**src/rtl/vga_pkg.sv**
```systemverilog
// Shared VGA definitions: pattern codes, colour constants, default 640x480@60 timing.
// Also holds the clog2 and colour-bar helpers used by the timing and pattern logic.
package vga_pkg;

  typedef logic [11:0] rgb_t;

  typedef enum logic [1:0] {
    PAT_BARS  = 2'd0,
    PAT_GRID  = 2'd1,
    PAT_SOLID = 2'd2,
    PAT_CHECK = 2'd3
  } pat_e;

  localparam rgb_t C_WHITE   = 12'hFFF;
  localparam rgb_t C_YELLOW  = 12'hFF0;
  localparam rgb_t C_CYAN    = 12'h0FF;
  localparam rgb_t C_GREEN   = 12'h0F0;
  localparam rgb_t C_MAGENTA = 12'hF0F;
  localparam rgb_t C_RED     = 12'hF00;
  localparam rgb_t C_BLUE    = 12'h00F;
  localparam rgb_t C_BLACK   = 12'h000;

  localparam int DEF_H_ACTIVE = 640;
  localparam int DEF_H_FP     = 16;
  localparam int DEF_H_SYNC   = 96;
  localparam int DEF_H_BP     = 48;
  localparam int DEF_V_ACTIVE = 480;
  localparam int DEF_V_FP     = 10;
  localparam int DEF_V_SYNC   = 2;
  localparam int DEF_V_BP     = 33;
  localparam int DEF_CLK_DIV  = 4;
  localparam int DEF_GRID     = 32;

  // Never returns less than 1 so that a value of 1 still yields a usable vector width.
  function automatic int clog2(input int value);
    int r;
    r = 0;
    while ((1 << r) < value) r = r + 1;
    return (r < 1) ? 1 : r;
  endfunction

  function automatic rgb_t bar_color(input logic [2:0] idx);
    case (idx)
      3'd0:    return C_WHITE;
      3'd1:    return C_YELLOW;
      3'd2:    return C_CYAN;
      3'd3:    return C_GREEN;
      3'd4:    return C_MAGENTA;
      3'd5:    return C_RED;
      3'd6:    return C_BLUE;
      default: return C_BLACK;
    endcase
  endfunction

endpackage

```
**src/rtl/vga_pattern_gen.sv**
```systemverilog
// Combinational test-pattern colour decode for one pixel; zero latency, no flow control.
// The parent registers the result together with the sync and position outputs.
module vga_pattern_gen
  import vga_pkg::*;
#(
  parameter int H_ACTIVE = DEF_H_ACTIVE,
  parameter int GRID     = DEF_GRID,
  parameter int HW       = 10,
  parameter int VW       = 10
) (
  input  pat_e            pat,
  input  rgb_t            color,
  input  logic [HW-1:0]   x,
  input  logic [VW-1:0]   y,
  input  logic            de,
  output rgb_t            rgb
);

  localparam int BAR_W = H_ACTIVE / 8;
  localparam int GB    = clog2(GRID);

  rgb_t bar_rgb;
  logic on_grid;
  logic on_check;

  always_comb begin
    bar_rgb  = bar_color(3'(x / HW'(BAR_W)));
    on_grid  = ((x & HW'(GRID - 1)) == '0) || ((y & VW'(GRID - 1)) == '0);
    // Bit 0 of the cell index in each axis decides the checker square.
    on_check = (|((x >> GB) & HW'(1))) ^ (|((y >> GB) & VW'(1)));

    rgb = C_BLACK;
    if (de) begin
      case (pat)
        PAT_BARS:  rgb = bar_rgb;
        PAT_GRID:  rgb = on_grid ? C_WHITE : C_BLACK;
        PAT_SOLID: rgb = color;
        PAT_CHECK: rgb = on_check ? C_WHITE : C_BLACK;
        default:   rgb = C_BLACK;
      endcase
    end
  end

endmodule

```
**src/rtl/vga_timing_pattern_gen.sv**
```systemverilog
// Parametrised VGA timing generator with frame-synchronous test pattern; outputs lag the
// pixel counters by one pixel. Free-running, no backpressure: pix_en strobes every CLK_DIV cycles.
module vga_timing_pattern_gen
  import vga_pkg::*;
#(
  parameter int H_ACTIVE = DEF_H_ACTIVE,
  parameter int H_FP     = DEF_H_FP,
  parameter int H_SYNC   = DEF_H_SYNC,
  parameter int H_BP     = DEF_H_BP,
  parameter int V_ACTIVE = DEF_V_ACTIVE,
  parameter int V_FP     = DEF_V_FP,
  parameter int V_SYNC   = DEF_V_SYNC,
  parameter int V_BP     = DEF_V_BP,
  parameter bit H_POL    = 1'b0,
  parameter bit V_POL    = 1'b0,
  parameter int CLK_DIV  = DEF_CLK_DIV,
  parameter int GRID     = DEF_GRID,
  localparam int H_TOTAL = H_ACTIVE + H_FP + H_SYNC + H_BP,
  localparam int V_TOTAL = V_ACTIVE + V_FP + V_SYNC + V_BP,
  localparam int HW      = clog2(H_TOTAL),
  localparam int VW      = clog2(V_TOTAL)
) (
  input  logic          sys_clk,
  input  logic          sys_rst,
  input  logic [1:0]    pat_sel,
  input  logic [11:0]   pat_color,
  output logic          pix_en,
  output logic          hsync,
  output logic          vsync,
  output logic          de,
  output logic [HW-1:0] hcount,
  output logic [VW-1:0] vcount,
  output logic          frame_start,
  output logic [11:0]   rgb
);

  localparam int DW       = clog2(CLK_DIV);
  localparam int HS_START = H_ACTIVE + H_FP;
  localparam int HS_END   = HS_START + H_SYNC;
  localparam int VS_START = V_ACTIVE + V_FP;
  localparam int VS_END   = VS_START + V_SYNC;

  logic [DW-1:0] div_cnt;
  logic [DW-1:0] div_nxt;
  logic [HW-1:0] h_cnt;
  logic [VW-1:0] v_cnt;
  logic          h_last;
  logic          v_last;
  logic          frame_top;
  logic          hs_act;
  logic          vs_act;
  logic          act_region;
  pat_e          act_pat;
  pat_e          pat_now;
  rgb_t          act_color;
  rgb_t          color_now;
  rgb_t          pat_rgb;

  always_comb begin
    div_nxt    = (div_cnt == DW'(CLK_DIV - 1)) ? '0 : div_cnt + DW'(1);
    h_last     = (int'(h_cnt) == H_TOTAL - 1);
    v_last     = (int'(v_cnt) == V_TOTAL - 1);
    frame_top  = (h_cnt == '0) && (v_cnt == '0);
    hs_act     = (int'(h_cnt) >= HS_START) && (int'(h_cnt) < HS_END);
    vs_act     = (int'(v_cnt) >= VS_START) && (int'(v_cnt) < VS_END);
    act_region = (int'(h_cnt) < H_ACTIVE) && (int'(v_cnt) < V_ACTIVE);
    // The first pixel of a frame already uses the freshly sampled selection,
    // so a whole frame is always drawn with one pattern.
    pat_now    = frame_top ? pat_e'(pat_sel) : act_pat;
    color_now  = frame_top ? pat_color : act_color;
  end

  // pix_en is registered from the next divider value, so it is high exactly
  // while div_cnt sits at CLK_DIV-1 and stays low during reset.
  always_ff @(posedge sys_clk or posedge sys_rst) begin
    if (sys_rst) begin
      div_cnt <= '0;
      pix_en  <= 1'b0;
    end else begin
      div_cnt <= div_nxt;
      pix_en  <= (div_nxt == DW'(CLK_DIV - 1));
    end
  end

  always_ff @(posedge sys_clk or posedge sys_rst) begin
    if (sys_rst) begin
      h_cnt <= '0;
      v_cnt <= '0;
    end else if (pix_en) begin
      if (h_last) begin
        h_cnt <= '0;
        v_cnt <= v_last ? '0 : v_cnt + VW'(1);
      end else begin
        h_cnt <= h_cnt + HW'(1);
      end
    end
  end

  vga_pattern_gen #(
    .H_ACTIVE (H_ACTIVE),
    .GRID     (GRID),
    .HW       (HW),
    .VW       (VW)
  ) u_pattern (
    .pat   (pat_now),
    .color (color_now),
    .x     (h_cnt),
    .y     (v_cnt),
    .de    (act_region),
    .rgb   (pat_rgb)
  );

  always_ff @(posedge sys_clk or posedge sys_rst) begin
    if (sys_rst) begin
      hsync       <= ~H_POL;
      vsync       <= ~V_POL;
      de          <= 1'b0;
      rgb         <= '0;
      hcount      <= '0;
      vcount      <= '0;
      frame_start <= 1'b0;
      act_pat     <= PAT_BARS;
      act_color   <= '0;
    end else begin
      frame_start <= pix_en && frame_top;
      if (pix_en) begin
        hsync  <= hs_act ? H_POL : ~H_POL;
        vsync  <= vs_act ? V_POL : ~V_POL;
        de     <= act_region;
        rgb    <= pat_rgb;
        hcount <= h_cnt;
        vcount <= v_cnt;
        if (frame_top) begin
          act_pat   <= pat_now;
          act_color <= color_now;
        end
      end
    end
  end

endmodule

```
**config.mk**
```make
export PLATFORM = sky130hd
export DESIGN_NAME = vga_timing_pattern_gen
export DESIGN_NICKNAME = d
export VERILOG_FILES = /design/src/rtl/vga_pkg.sv /design/src/rtl/vga_pattern_gen.sv /design/src/rtl/vga_timing_pattern_gen.sv
export SDC_FILE = /design/constraint.sdc
export NUM_CORES = 1
export LEC_CHECK = 0
export BUFFER_PORTS_ARGS = -buffer_cell sky130_fd_sc_hd__buf_2
export CORE_UTILIZATION = 57
export DETAILED_ROUTE_END_ITERATION = 8
export GPL_ROUTABILITY_DRIVEN = 0
export PLACE_DENSITY = 0.84
export REMOVE_ABC_BUFFERS = 1
export SYNTH_ARGS = -nofsm -noshare
export SYNTH_HDL_FRONTEND = slang
export SYNTH_SLANG_ARGS = --single-unit
```
**constraint.sdc**
```tcl
create_clock -name sys_clk -period 2.96 [get_ports sys_clk]
set_input_delay 0.74 -clock sys_clk [delete_from_list [all_inputs] [get_ports sys_clk]]
set_output_delay 0.74 -clock sys_clk [all_outputs]
set_load 0.005 [all_outputs]
```
==> results of run 1 <==
final timing paths:
| kind | start | to | slack (ps) |
|---|---|---|---|
| max | h_cnt[0]$_DFFE_PP0P_ | act_color[5]$_DFFE_PP0P_ | 460 |
| min | sys_rst | rgb[3]$_DFFE_PP0P_ | 460 |
| max reg2reg | h_cnt[0]$_DFFE_PP0P_ | act_color[5]$_DFFE_PP0P_ | 460 |
| min reg2reg | div_cnt[0]$_DFF_PP0_ | div_cnt[0]$_DFF_PP0_ | 470 |
| max in group asynchronous | sys_rst | hsync$_DFFE_PP1P_ | 2160 |
| min in group sys_clk | div_cnt[0]$_DFF_PP0_ | div_cnt[0]$_DFF_PP0_ | 470 |
area by class of cell:
cell class	instances	area, um^2	share of cell area
clock buffers	11	141	0.0336
inverters	11	41.3	0.00982
clock inverters	5	103	0.0244
flip-flops and latches	73	1830	0.435
well taps	75	93.8	0.0223
repair buffers	58	318	0.0756
multi-input cells	238	1680	0.399
state kept, by name, indices dropped and copies added (netlist names):
name,count
hsync,1
vsync,1
frame_start,1
v_cnt,10
hcount,10
h_cnt,10
vcount,10
rgb,12
act_color,12
pix_en,1
de,1
div_cnt,2
act_pat,2
power breakdown:
group          internal (mW)  leakage [nW]  switching (mW)
logic                 0.0395         0.915          0.0473
registers               1.02         0.909          0.0133
clock network          0.582         0.120           0.365
total                   1.64          1.94           0.425
cell usage after synthesis, types with 2 or more instances:
master,number,share of area
dfrtp_1,71,0.49
nand2_1,42,0.043
mux2_2,28,0.086
nand3_1,26,0.036
nor2_1,19,0.020
o21ai_0,14,0.019
inv_1,11,0.011
clkbuf_1,10,0.010
and3_1,9,0.015
xnor2_1,8,0.019
ha_1,7,0.024
nor2b_1,6,0.010
buf_2,5,0.0068
mux2_1,5,0.015
nand4_1,5,0.0086
xor2_1,5,0.012
a211oi_1,4,0.0082
a21o_1,4,0.0082
a22o_1,4,0.0096
a32o_1,4,0.011
nand2b_1,4,0.0068
nor3_1,4,0.0055
nor4_1,4,0.0068
o2bb2ai_1,4,0.0096
a31oi_1,3,0.0051
buf_1,3,0.0031
dfstp_2,2,0.014
o211ai_1,2,0.0041
o22ai_1,2,0.0034
routing by layer:
metal	GRT usage	routed length [um]	vias up
met2	0.403	3580	91
met5	0	0	-
met3	0.0689	419	13
met4	0.0912	141	0
li1	-	-	1314
met1	0.299	3260	1346
through the flow:
step	power [mW]	std cells	util	worst slack [ps]	hold WS (ps)
CTS	2.09	471	0.694	460	461
global route	2.14	471	0.694	297	489
finish	2.06	471	0.694	457	456
detailed placement	1.14	455	0.653	458	451
global placement	1.14	455	0.653	538	438
floorplan	1.10	322	-	370	422
logic make-up (layout without fill, tap and decap cells):
kind of cell    count (synthesis)  count (layout)  synth area share
compound gates                 52              52             0.110
fa+ha+maj                       7               7            0.0240
buf+inv                        32              85            0.0407
mux                            35              35             0.108
xor+xnor                       13              13            0.0311
flops                          73              73             0.500
simple gates                  131             131             0.186
worst reg2reg max path, delay by kind of cell (launching register included):
kind | cells | cell delay, ps
AND/OR/NAND/NOR | 3 | 1280
multiplexers | 1 | 460
flip-flops | 1 | 430
adder cells (fa/ha/maj) | 1 | 140
buffers and inverters | 1 | 80
==> results.toml, run 1 <==
[status]
outcome = "finished, final reports clean"

[detailed_routing]
wirelength_um = 7400
first_pass_iters = 4
drc_errors = 0
avgViaCountPerCell = 5.87
postRouteAntennaNets = 0
drtIter0Drc = 134
vias = 2764
wl_per_cell_um = 15.7

[cts]
root_buffer = "clkbuf_8"
h-tree-depth = 3
clk_pin_slew_ps = 80
cts_tree = "done"
cts_inserted_buffers = 9
postCtsSetupBuffers = 0
cts.path.max_buffers = 2
numClockSinks = 73
clock_latency_ps = 350
cts_resized = 0
holdBufCountCts = 0

[timing]
fin_setup_tns_ps = 0
rsz0062_at_grt = "no"
tightest_slew_ps = 579
finalClockSkew_ps = 6.24
finalCriticalPeriod_ps = 2500
hold_viol_final = 0
finalCritPeriodShare = 0.846
drv_slew = 0
max_freq_mhz = 400
finalSetupViolCount = 0
relSlewSlack = 0.613

[final_layout]
mostFrequentLayoutCells = "71 x dfrtp_1, 52 x buf_2, 42 x nand2_1"
design_area_mm2 = 0.00420
final_common_cell = "dfrtp_1"
fillers = 472
diodes = 0
syn_to_final_growth_pct = 15.0
fin_nets = 414
final_layout_size_suffix_gt1_frac = 0.293

[global_routing]
antenna_found_initial = 0
grt_overflow_total = 0
grt.total_usage = 0.243
grt_max_degree = 74
grt_pass1_vias = 2612
grt_pass1_wl_um = 11900

[logic_synthesis]
ys_warn_count = 0
netlist_area_mm2 = 0.00366
synth_edf_count = 0
syn_inst = 343
synth-seq-cells = 73
synth-seq-area-share = 0.500
async_flop_share = 1.00
synth.distinct_cells = 57
synth_ff_type = "dfrtp_1"
synth.avg_cell_area_um2 = 10.7

[floorplanning]
die_h_um = 82.1
die-width_um = 82.1
die_area_mm2 = 0.00674
start_util = 0.603
fp-row-count = 28
coreArea_mm2 = 0.00606
ios = 53

[worst_setup_path]
cpMaxStageDelayCell = "or4b_4"
cpLargestDelayFamily = "simple AND/OR/NAND/NOR gates"
max_stage_delay_ps = 510
worstPathBufferInverterCount = 1
cp.depth = 6
crit_type = "flop to flop"
critPathRequiredTime_ps = 3190
reg2reg_depth = 6
arrival_ps = 2740
cp-end-kind = "flop"
path_cells = "inv_1 > ha_1 > or4b_4 > nor2_4 > nand2_1 > mux2_1"
startpoint_type = "flop"
crit_path_max_fanout = 14

[placed_design]
hpwl_um = 5070
numPortBuffers = 52
dpl_cell_area_mm2 = 0.00396

[power_and_ir_drop]
power_density_mw_per_mm2 = 491
p_leak_nw = 1.94
peakVddDrop_uv = 313

[min_path]
hold_path_class = "input port to asynchronous set/reset pin"

[job]
maxCapViolCount = 0
Note: power is estimated with default switching activity, not from simulation.
==> run 2, diff against run 1 <==
- clock period: 2.96 -> 2.5 ns (I/O delays scaled with it)
==> run 2 against run 1 <==
  * Die area is the same
  * Critical path type unchanged
  * Power rose by 5.1%
  * Non-clock buffer count up 8
  * Utilization is the same
  * Clock power shrank 11%
  * Largest power group unchanged
  * Global-route usage up 0.75 points
==> results.toml, run 2 (synthesis gave the netlist of run 1 again) <==
[status]
outcome = "finished, final reports clean"

[global_routing]
grt.total_usage = 0.250
antenna_found_initial = 0
grt_pass1_wl_um = 12400
grt_overflow_total = 0
grt_pass1_vias = 2750
grt_max_degree = 52

[cts]
postCtsSetupBuffers = 0
root_buffer = "clkbuf_8"
cts_tree = "done"
holdBufCountCts = 0
cts_resized = 0
clk_pin_slew_ps = 70
cts_inserted_buffers = 9
clock_latency_ps = 350
numClockSinks = 73
cts.path.max_buffers = 2
h-tree-depth = 3

[floorplanning]
die_area_mm2 = 0.00674
start_util = 0.603
die_h_um = 82.1
die-width_um = 82.1
fp-row-count = 28
coreArea_mm2 = 0.00606
ios = 53

[power_and_ir_drop]
peakVddDrop_uv = 427
internal_power_mw = 1.67
switchingPower_mw = 0.504
p_leak_nw = 1.96
pwr-share-seq = 0.563
swShare = 0.232
p_total_mw = 2.17
combinationalPowerShare = 0.047
power_frac_clock = 0.390
power_density_mw_per_mm2 = 516

[placed_design]
hpwl_um = 5440
pre_cts_ws_ps = 160
numPortBuffers = 52

[detailed_routing]
postRouteAntennaNets = 0
drc_errors = 0
drtIter0Drc = 164
avgViaCountPerCell = 5.92
first_pass_iters = 4
wl_per_cell_um = 15.6
wirelength_um = 7460
vias = 2834

[timing]
finalCriticalPeriod_ps = 2290
finalSetupViolCount = 0
drv_slew = 0
max_freq_mhz = 436
fin_setup_tns_ps = 0
finalClockSkew_ps = 8.26
worst_slack_ps = 208
finalCritPeriodShare = 0.917
relSlewSlack = 0.599
hold_viol_final = 0
rsz0062_at_grt = "no"
tightest_slew_ps = 600

[worst_setup_path]
arrival_ps = 2520
cpMaxStageDelayCell = "or4b_4"
reg2reg_depth = 6
cpLargestDelayFamily = "simple AND/OR/NAND/NOR gates"
worstPathBufferInverterCount = 1
r2r-start = "h_cnt[0]$_DFFE_PP0P_"
cp-end-kind = "flop"
r2r_end = "act_color[3]$_DFFE_PP0P_"
r2r_setup_slack_ps = 210
crit_path_max_fanout = 14
crit_type = "flop to flop"
max_stage_delay_ps = 510
startpoint_type = "flop"
path_cells = "inv_1 > ha_1 > or4b_4 > nor2_4 > nand2_1 > mux2_1"
critPathRequiredTime_ps = 2730

[final_layout]
final_common_cell = "dfrtp_1"
fillers = 475
fin_nets = 422
final_util = 0.694
diodes = 0
reg_top3 = "act_color: 12 flops, rgb: 12 flops"
mostFrequentLayoutCells = "71 x dfrtp_1, 52 x buf_2, 42 x nand2_1"
syn_to_final_growth_pct = 15.0
final_layout_size_suffix_gt1_frac = 0.309

[min_path]
hold_path_class = "input port to asynchronous set/reset pin"

[job]
maxCapViolCount = 0
run 2: metal layers:
| layer | track usage | vias up | part of all wire |
|---|---|---|---|
| li1 | - | 1329 | - |
| met1 | 0.311 | 1400 | 0.43 |
| met2 | 0.420 | 90 | 0.49 |
| met3 | 0.0522 | 15 | 0.059 |
| met4 | 0.109 | 0 | 0.021 |
| met5 | 0 | - | 0 |
run 2: how the worst max path moves through the flow:
| stage | endpoint | start | depth (start not counted) |
|---|---|---|---|
| after CTS | rgb[0]$_DFFE_PP0P_ | v_cnt[0]$_DFFE_PP0P_ | 8 |
| after detailed placement | rgb[0]$_DFFE_PP0P_ | v_cnt[0]$_DFFE_PP0P_ | 8 |
| after global placement | rgb[0]$_DFFE_PP0P_ | h_cnt[0]$_DFFE_PP0P_ | 7 |
| final | act_color[3]$_DFFE_PP0P_ | h_cnt[0]$_DFFE_PP0P_ | 6 |
| after global routing | act_color[3]$_DFFE_PP0P_ | v_cnt[0]$_DFFE_PP0P_ | 7 |
| after floorplan | act_color[0]$_DFFE_PP0P_ | sys_rst | 1 |
run 2: power groups by stage:
stage	sequential [mW]	combinational [mW]	clock [mW]
2_1_floorplan	1.24	0.0563	0
3_3_place_gp	1.24	0.101	0
3_5_place_dp	1.24	0.106	0
4_1_cts	1.22	0.106	0.861
5_1_grt	1.22	0.118	0.910
6_report	1.22	0.103	0.846
run 2: layout make-up:
class / count / area [um^2] / area share
Sequential cell: 73 / 1830 / 0.435
Multi-Input combinational cell: 238 / 1680 / 0.400
Timing Repair Buffer: 66 / 378 / 0.0899
Clock buffer: 12 / 155 / 0.0369
Tap cell: 75 / 93.8 / 0.0223
Inverter: 11 / 41.3 / 0.00982
Clock inverter: 4 / 26.3 / 0.00625
run 2: through the flow:
step                hold WS, ps  cells  cell area [um^2]
detailed placement          447    463              4020
floorplan                   422    322              3550
global route                333    479              4200
CTS                         313    479              4200
finish                      291    479              4200
global placement            438    463              4020
